===== src/rtl/sm3_compress_engine_pkg.sv =====
// -----------------------------------------------------------------------------
// sm3_compress_engine_pkg
// Shared SM3 definitions for the hash blocks: standard IV, round constants,
// FSM state type and the bit-level helper functions (rotate, P0, P1, FF, GG).
// No ports.
// -----------------------------------------------------------------------------
package sm3_compress_engine_pkg;

    localparam logic [255:0] SM3_IV =
        256'h7380166f_4914b2b9_172442d7_da8a0600_a96f30bc_163138aa_e38dee4d_b0fb0e4e;

    localparam logic [31:0] T_LO = 32'h79cc4519;  // rounds 0..15
    localparam logic [31:0] T_HI = 32'h7a879d8a;  // rounds 16..63

    typedef enum logic [1:0] {
        ST_IDLE,
        ST_RUN,
        ST_FIN,
        ST_DONE
    } state_t;

    // Rotate left by 0..31; the doubled word makes n=0 fall out naturally.
    function automatic logic [31:0] rol32(input logic [31:0] x, input logic [4:0] n);
        logic [63:0] t;
        t = {x, x} << n;
        return t[63:32];
    endfunction

    function automatic logic [31:0] p0(input logic [31:0] x);
        return x ^ rol32(x, 5'd9) ^ rol32(x, 5'd17);
    endfunction

    function automatic logic [31:0] p1(input logic [31:0] x);
        return x ^ rol32(x, 5'd15) ^ rol32(x, 5'd23);
    endfunction

    // hi selects the round 16..63 form of the boolean functions.
    function automatic logic [31:0] ff(input logic hi, input logic [31:0] x,
                                       input logic [31:0] y, input logic [31:0] z);
        return hi ? ((x & y) | (x & z) | (y & z)) : (x ^ y ^ z);
    endfunction

    function automatic logic [31:0] gg(input logic hi, input logic [31:0] x,
                                       input logic [31:0] y, input logic [31:0] z);
        return hi ? ((x & y) | (~x & z)) : (x ^ y ^ z);
    endfunction

endpackage


===== src/rtl/sm3_compress_engine_round.sv =====
// -----------------------------------------------------------------------------
// sm3_round
// One combinational SM3 compression round plus next message-word generation.
// Ports:
//   j          in  6    round index (0..63)
//   state_in   in  256  working registers {A,B,C,D,E,F,G,H}
//   win_in     in  512  message window W[j..j+15], W[j] in [511:480]
//   state_out  out 256  working registers after round j
//   win_out    out 512  window W[j+1..j+16]
// -----------------------------------------------------------------------------
module sm3_round
    import sm3_compress_engine_pkg::*;
(
    input  logic [5:0]   j,
    input  logic [255:0] state_in,
    input  logic [511:0] win_in,
    output logic [255:0] state_out,
    output logic [511:0] win_out
);

    logic [31:0] a, b, c, d, e, f, g, h;
    logic [31:0] w0, w3, w4, w7, w10, w13, w_next;
    logic [31:0] tj, a12, ss1, ss2, tt1, tt2;
    logic        hi;

    always_comb begin
        {a, b, c, d, e, f, g, h} = state_in;

        w0  = win_in[511:480];
        w3  = win_in[415:384];
        w4  = win_in[383:352];
        w7  = win_in[287:256];
        w10 = win_in[191:160];
        w13 = win_in[95:64];

        hi  = (j >= 6'd16);
        tj  = hi ? T_HI : T_LO;
        a12 = rol32(a, 5'd12);
        ss1 = rol32(a12 + e + rol32(tj, j[4:0]), 5'd7);
        ss2 = ss1 ^ a12;
        tt1 = ff(hi, a, b, c) + d + ss2 + (w0 ^ w4);
        tt2 = gg(hi, e, f, g) + h + ss1 + w0;

        state_out = {tt1, a, rol32(b, 5'd9), c, p0(tt2), e, rol32(f, 5'd19), g};

        // Window slides by one word; W[j+16] enters at the low end.
        w_next  = p1(w0 ^ w7 ^ rol32(w13, 5'd15)) ^ rol32(w3, 5'd7) ^ w10;
        win_out = {win_in[479:0], w_next};
    end

endmodule


===== src/rtl/sm3_compress_engine.sv =====
// -----------------------------------------------------------------------------
// sm3_compress_engine
// SM3 compression function responder: V(i+1) = CF(V(i), B(i)), UNROLL rounds
// per clock, start/done level handshake.
// Parameters:
//   UNROLL    rounds per clock (1, 2 or 4)
// Ports:
//   clk       in   1    clock, rising edge
//   reset     in   1    asynchronous, active-low reset
//   start     in   1    level request, held by initiator until done seen
//   iv        in   256  chaining value, [255:224]=A ... [31:0]=H
//   block     in   512  message block, [511:480]=W0 ... [31:0]=W15
//   hash_out  out  256  V xor final ABCDEFGH, valid while done=1
//   done      out  1    result valid (level)
//   busy      out  1    high while rounds run / result is finalised
// -----------------------------------------------------------------------------
module sm3_compress_engine
    import sm3_compress_engine_pkg::*;
#(
    parameter int unsigned UNROLL = 1
) (
    input  logic         clk,
    input  logic         reset,
    input  logic         start,
    input  logic [255:0] iv,
    input  logic [511:0] block,
    output logic [255:0] hash_out,
    output logic         done,
    output logic         busy
);

    localparam logic [5:0] ROUND_STEP = 6'(UNROLL);
    localparam logic [5:0] ROUND_LAST = 6'(64 - UNROLL);

    state_t       state;
    logic [5:0]   round;
    logic [255:0] v;
    logic [255:0] work;
    logic [511:0] win;

    logic [255:0] st_chain  [UNROLL+1];
    logic [511:0] win_chain [UNROLL+1];

    assign st_chain[0]  = work;
    assign win_chain[0] = win;

    for (genvar i = 0; i < UNROLL; i++) begin : g_round
        localparam logic [5:0] OFS = 6'(i);
        sm3_round u_round (
            .j         (round + OFS),
            .state_in  (st_chain[i]),
            .win_in    (win_chain[i]),
            .state_out (st_chain[i+1]),
            .win_out   (win_chain[i+1])
        );
    end

    // The load step is merged into the IDLE edge that accepts start, so the
    // first round runs on the very next edge.
    always_ff @(posedge clk or negedge reset) begin
        if (!reset) begin
            state    <= ST_IDLE;
            round    <= '0;
            v        <= '0;
            work     <= '0;
            win      <= '0;
            hash_out <= '0;
            done     <= 1'b0;
            busy     <= 1'b0;
        end else begin
            case (state)
                ST_IDLE: begin
                    if (start) begin
                        v     <= iv;
                        work  <= iv;
                        win   <= block;
                        round <= '0;
                        busy  <= 1'b1;
                        state <= ST_RUN;
                    end
                end
                ST_RUN: begin
                    work  <= st_chain[UNROLL];
                    win   <= win_chain[UNROLL];
                    round <= round + ROUND_STEP;
                    if (round == ROUND_LAST) begin
                        state <= ST_FIN;
                    end
                end
                ST_FIN: begin
                    hash_out <= v ^ work;
                    done     <= 1'b1;
                    busy     <= 1'b0;
                    state    <= ST_DONE;
                end
                ST_DONE: begin
                    // A held start never restarts; it must drop first.
                    if (!start) begin
                        done  <= 1'b0;
                        state <= ST_IDLE;
                    end
                end
                default: state <= ST_IDLE;
            endcase
        end
    end

endmodule

===== config.mk =====
export PLATFORM = sky130hd
export DESIGN_NAME = sm3_compress_engine
export DESIGN_NICKNAME = d
export VERILOG_FILES = /design/src/rtl/sm3_compress_engine_pkg.sv /design/src/rtl/sm3_compress_engine_round.sv /design/src/rtl/sm3_compress_engine.sv
export SDC_FILE = /design/constraint.sdc
export NUM_CORES = 2
export LEC_CHECK = 0
export CAP_MARGIN = 30
export CORE_AREA = 2 2 402 404
export CTS_BUF_LIST = sky130_fd_sc_hd__clkbuf_4
export DETAILED_ROUTE_END_ITERATION = 12
export DIE_AREA = 0 0 404 406
export PLACE_DENSITY = 0.75
export SYNTH_ARGS = -nofsm -noshare
export SYNTH_HDL_FRONTEND = slang
export SYNTH_SLANG_ARGS = --single-unit

===== constraint.sdc =====
create_clock -name clk -period 13 [get_ports clk]
set_clock_uncertainty 0.05 [all_clocks]
set_input_delay 3.9 -clock clk [delete_from_list [all_inputs] [get_ports clk]]
set_output_delay 3.9 -clock clk [all_outputs]
set_load 0.03 [all_outputs]

Word-level counts from Yosys, hierarchy flattened
Index checks and enable logic that the tools add are counted.
{"block": "word_totals", "inputBits": 771, "reg_bits": 1290, "output_inout_bits": 258, "elab_cells": 76}
{"block": "op_classes", "reduce_logical": 9, "addsub": 9, "n_shift": 1, "n_eq_ne": 7, "bitwise_logic": 24, "n_lt_le_gt_ge": 1, "muxes": 17}
{"op": "$pmux W512 S2", "n": 1}
{"op": "$mux W512", "n": 1}
{"op": "$pmux W256 S2", "n": 1}
{"op": "$xor A32 B32 Y32", "n": 14}
{"op": "$add A32 B32 Y32", "n": 8}
{"op": "$mux W256", "n": 1}
{"op": "$xor A256 B256 Y256", "n": 1}
{"op": "$and A32 B32 Y32", "n": 5}
{"op": "$or A32 B32 Y32", "n": 3}
{"op": "$mux W32", "n": 2}
{"op": "$shl A64 B5 Y64", "n": 1}
{"op": "$not A32 Y32", "n": 1}
{"op": "$mux W26", "n": 1}
{"op": "$pmux W6 S2", "n": 1}
{"op": "$pmux W2 S4", "n": 1}
{"op": "$reduce_and A2 Y1", "n": 4}
{"op": "$add A6 B1 Y6 const B", "n": 1}
{"op": "$eq A6 B6 Y1 const B", "n": 1}
{"op": "$ge A6 B5 Y1 const B", "n": 1}
{"op": "$mux W2", "n": 3}
{"op": "$mux W6", "n": 1}
{"op": "$ne A2 B2 Y1 const B", "n": 3}
{"op": "$reduce_bool A2 Y1", "n": 3}
{"op": "$eq A2 B2 Y1 const B", "n": 2}
{"op": "5 further kinds", "n": 7}

Longest topological paths before layout
{"block": "logic_depth", "ltp_word": 10, "ltp_mapped": 44}

Cells and area by module
Synthesis repeated with hierarchy kept, for this count alone.
{"block": "hier_totals", "cells_unflattened": 7523, "area_unflattened_um2": 75690.1}
{"module": "sm3_compress_engine", "cells_each": 5006, "area_each_um2": 55782.2, "n_inst": 1, "seq_area_each_um2": 32281.0}
{"module": "sm3_round", "cells_each": 2517, "area_each_um2": 19907.8, "n_inst": 1, "seq_area_each_um2": 0.0}

Worst setup path before layout
Ideal clock, no wire load.
{"block": "synth_path", "path_type": "flip-flop to flip-flop", "start": "register round[4]", "end": "register work[127]", "path_stages_with_launch": 41, "synth_period_minus_slack_ns": 9.140, "path_slack_ns": 3.860, "setup_time_ns": 0.132, "n_path_buf": 5, "required_ns": 12.818, "arrival_time_ns": 8.958, "cell_sequence": "dfrtp_1 -> clkbuf_1 -> nor2_1 -> inv_1 -> clkbuf_1 -> clkbuf_1 -> clkbuf_1 -> clkbuf_1 -> ha_1 -> nor2_1 -> a21oi_1 -> o21a_1 -> nand2_1 -> o21ai_0 -> mux2_2 -> fa_1 -> inv_1 -> ha_1 -> [5 not listed] -> o31ai_2 -> a31oi_1 -> o31a_1 -> o21bai_1 -> a21o_1 -> xor2_1 -> fa_1 -> ha_1 -> a21o_1 -> o2bb2ai_2 -> o32ai_4 -> o22ai_1 -> or3b_4 -> and3_1 -> or4_4 -> a21o_1 -> a21oi_1 -> o22ai_1"}
{"block": "synth_between", "elab_chain_len": 9, "elab_cells_between_ends": 11}
{"element": "start: declaration", "line_no": "sm3_compress_engine.sv:36", "rtl": "logic [5:0] round;"}
{"element": "start signal: assignment", "line_no": "sm3_compress_engine.sv:85", "rtl": "round <= round + ROUND_STEP;"}
{"element": "$ge A6 B5 Y1", "line_no": "sm3_compress_engine_round.sv:36", "rtl": "hi = (j >= 6'd16);"}
{"element": "$mux W26", "line_no": "sm3_compress_engine_round.sv:37", "rtl": "tj = hi ? T_HI : T_LO;"}
{"element": "$shl A64 B5 Y64", "line_no": "sm3_compress_engine_pkg.sv:25", "rtl": "t = {x, x} << n;"}
{"element": "$add A32 B32 Y32", "line_no": "sm3_compress_engine_round.sv:39", "rtl": "ss1 = rol32(a12 + e + rol32(tj, j[4:0]), 5'd7);"}
{"element": "$add A32 B32 Y32 * (2 in a row)", "line_no": "sm3_compress_engine_round.sv:42", "rtl": "tt2 = gg(hi, e, f, g) + h + ss1 + w0;"}
{"element": "$xor A32 B32 Y32", "line_no": "sm3_compress_engine_pkg.sv:30", "rtl": "return x ^ rol32(x, 5'd9) ^ rol32(x, 5'd17);"}
{"element": "$xor A32 B32 Y32 *", "line_no": "sm3_compress_engine_pkg.sv:30"}
{"element": "$pmux W256 S2 *", "line_no": "sm3_compress_engine.sv:71", "rtl": "case (state)"}
{"element": "end signal: assignment", "line_no": "sm3_compress_engine.sv:75", "rtl": "work <= iv;"}
{"element": "end signal: assignment", "line_no": "sm3_compress_engine.sv:83", "rtl": "work <= st_chain[UNROLL];"}
{"element": "end: declaration", "line_no": "sm3_compress_engine.sv:38", "rtl": "logic [255:0] work;"}
Every way passes the cells marked *; elsewhere a longest branch is shown, timed or not.
A chain may end at the register's enable or synchronous reset.

Worst setup path after layout
{"block": "layout_path", "start": "register round[4]", "end": "register work[245]"}
{"block": "layout_between", "elab_chain_len": 8, "elab_cells_between_ends": 10}
{"element": "$ge A6 B5 Y1", "line_no": "sm3_compress_engine_round.sv:36"}
{"element": "$mux W26", "line_no": "sm3_compress_engine_round.sv:37"}
{"element": "$shl A64 B5 Y64", "line_no": "sm3_compress_engine_pkg.sv:25"}
{"element": "$add A32 B32 Y32", "line_no": "sm3_compress_engine_round.sv:39"}
{"element": "$xor A32 B32 Y32", "line_no": "sm3_compress_engine_round.sv:40", "rtl": "ss2 = ss1 ^ a12;"}
{"element": "$add A32 B32 Y32 * (2 in a row)", "line_no": "sm3_compress_engine_round.sv:41", "rtl": "tt1 = ff(hi, a, b, c) + d + ss2 + (w0 ^ w4);"}
{"element": "$pmux W256 S2 *", "line_no": "sm3_compress_engine.sv:71"}
Marks and branches as above.

==> impl_metrics.yaml <==
placed_design:
  hpwl_um: 232000
  place.gp.congestion: 0.982
  portBuffers: 1028
setup_path:
  critPathRequiredTime_ps: 14200
  critPathCapture: "work[245]$_DFFE_PN0P_"
  worstPathArrival_ps: 11510
  reg2reg_from: "round[4]$_DFFE_PN0P_"
  cp_max_fo: 50
  crit_path_max_incr_delay_ps: 590
  end_kind: "flop"
  crit_top_cell: "fa_1"
  r2r_slack_ps: 2690
  critical_path_class: "reg -> reg"
  crit_path_top_delay_cell: "a221oi_1"
  crit_start: "round[4]$_DFFE_PN0P_"
  r2r_cells: 40
  r2r-end: "work[245]$_DFFE_PN0P_"
  worstSetupStartpointType: "flop"
clock_tree:
  cts_tree: "built"
  cts_buffers: 365
  clk_pin_slew_worst_paths_ps: 70
  root_buffer: "clkbuf_4"
  cts_sinks: 1290
  post_cts_resized: 0
  htree_levels: 5
  cts_hold_buf: 0
  post_cts_buffers: 0
  cts_buffer_depth: 4
  clk_latency_ps: 1480
sta:
  worstMarginPinSlew_ps: 1140
  hold_viol: 0
  finalSetupTns_ps: 0
  fmax_ghz: 0.0970
  slew_viol_final: 0
  final-setup-viol-count: 0
  rsz0062_at_grt: "false"
  relSlewSlack_pct: 23.7
  fin_crit_ps: 10310
  fin_crit_sh_pct: 79.3
global_route:
  grt_usage_pct: 35.7
  grt_pass1_wl_um: 413000
  grt_max_degree: 269
  overflow: 0
  antenna_found_initial: 68
  grt_pass1_vias: 58200
final_layout:
  area_growth_pct: 23.9
  drive_gt1_share_pct: 11.6
  nets: 9041
yosys:
  yosysWarnings: 0
  synthArstFlopShare_pct: 100
  yosys_register_bits: 1290
  ys.flop_type: "dfrtp_1"
  synth-edff-count: 0
  syn_inst: 6923
  yosys.area.top_type: "dfrtp_1"
  yosysMostFrequentCell: "dfrtp_1"
  syn-cell-area_sq_um: 70600
  synthTopCellsByArea: "dfrtp_1 (46%), mux2i_1 (11%), a21oi_1 (8.1%)"
  synth_common_cells: "dfrtp_1 (1290), a21oi_1 (1140), nor2_1 (1102)"
  yosysSeqAreaShare_pct: 45.7
  ys_types: 74
  syn-mean-instance-area_sq_um: 10.2
  syn-num-nets: 7985
  synth_top_area_share_pct: 45.7
route:
  drtIter0Drc: 6024
  drc: 0
  wl_per_cell_um: 28.7
  ant_nets: 0
  via_per_inst: 5.63
  vias: 58500
  first_pass_iters: 8
  routed_wl_um: 297000
floorplan:
  fp.dieH_um: 406
  ios: 1029
  rows: 147
  start_util_pct: 44.2
  dieArea_sq_um: 164000
  core_area_sq_um: 160000
  die_w_um: 404
run:
  drv_cap: 0
hold_path:
  hp-class: "reg -> reg"
run_status:
  status: "finished clean"
## through the flow
step	instance area (sq um)	setup slack [ps]	cells	utilization, %	hold slack [ps]
final	87500	2690	10400	54.8	456
after global routing	87400	2020	10400	54.8	483
after CTS	87100	2880	10300	54.6	463
after detailed placement	82700	2930	9691	51.8	464
after global placement	82700	2900	9689	51.8	455
after floorplan	70600	3860	6923	-	445
## registers in the layout, summed over array words and instances (netlist names)
register  cells
win         512
hash_out    256
state         2
v           256
round         6
busy          1
work        256
done          1
## layout make-up
type                    instances  area, sq um
fillers                     14200        72200
multi-input cells            4997        36000
flip-flops and latches       1290        32300
repair buffers               1115        11300
clock buffers                 536         4020
well taps                    2086         2610
inverters                     210          791
clock inverters                87          370
diodes                         54          135
## worst min-delay path by stage
stage | start | endpoint | slack [ps] | cells after the start
floorplan | win[0]$_DFFE_PN0P_ | win[0]$_DFFE_PN0P_ | 440 | 2
global placement | hash_out[232]$_DFFE_PN0P_ | hash_out[232]$_DFFE_PN0P_ | 450 | 2
detailed placement | hash_out[136]$_DFFE_PN0P_ | hash_out[136]$_DFFE_PN0P_ | 460 | 2
CTS | win[213]$_DFFE_PN0P_ | win[245]$_DFFE_PN0P_ | 460 | 2
global route | hash_out[136]$_DFFE_PN0P_ | hash_out[136]$_DFFE_PN0P_ | 480 | 2
finish | win[328]$_DFFE_PN0P_ | win[360]$_DFFE_PN0P_ | 460 | 2
## cell usage in the layout (no fill, tap or decap), drive strengths merged, types with 29 or more instances in the layout
cell type / count
a21o: 53
a21oi: 1140
and3: 29
buf: 88
clkbuf: 536
clkdlybuf4s50: 1027
clkinv: 80
dfrtp: 1290
diode: 54
fa: 188
ha: 103
inv: 216
mux2: 288
mux2i: 760
nand2: 179
nand3: 60
nor2: 1102
nor3: 52
o21ai: 192
xnor2: 535
xor2: 122
## logic make-up after synthesis
logic type	after synthesis	synth area share [%]
adders and majority gates	291	7.16
xor gates and xnor gates	664	8.39
muxes	1050	15.4
DFF	1290	45.7
and+or+nand+nor	1475	8.39
buffers and inverters	636	3.39
AOI/OAI and AO/OA	1517	11.5
## layer usage
layer	share of wire [%]	track usage, %	up-vias
li1	-	-	26000
met1	38	43.1	28900
met2	47	56.9	2734
met3	8.7	9.99	725
met4	6.3	21.1	36
met5	0.082	0	-
## worst max-delay path: cells and delay by family (launching register included)
family | cells | cell delay [ps]
compound gates | 16 | 4000
xor+xnor | 3 | 570
fa+ha+maj | 8 | 2900
buf+inv | 5 | 1100
flops | 1 | 320
mux | 1 | 360
simple gates | 7 | 770
Power is left out: the tool's default activity adds up to more than one toggle a clock period on the data nets, which glitch-free logic cannot reach.
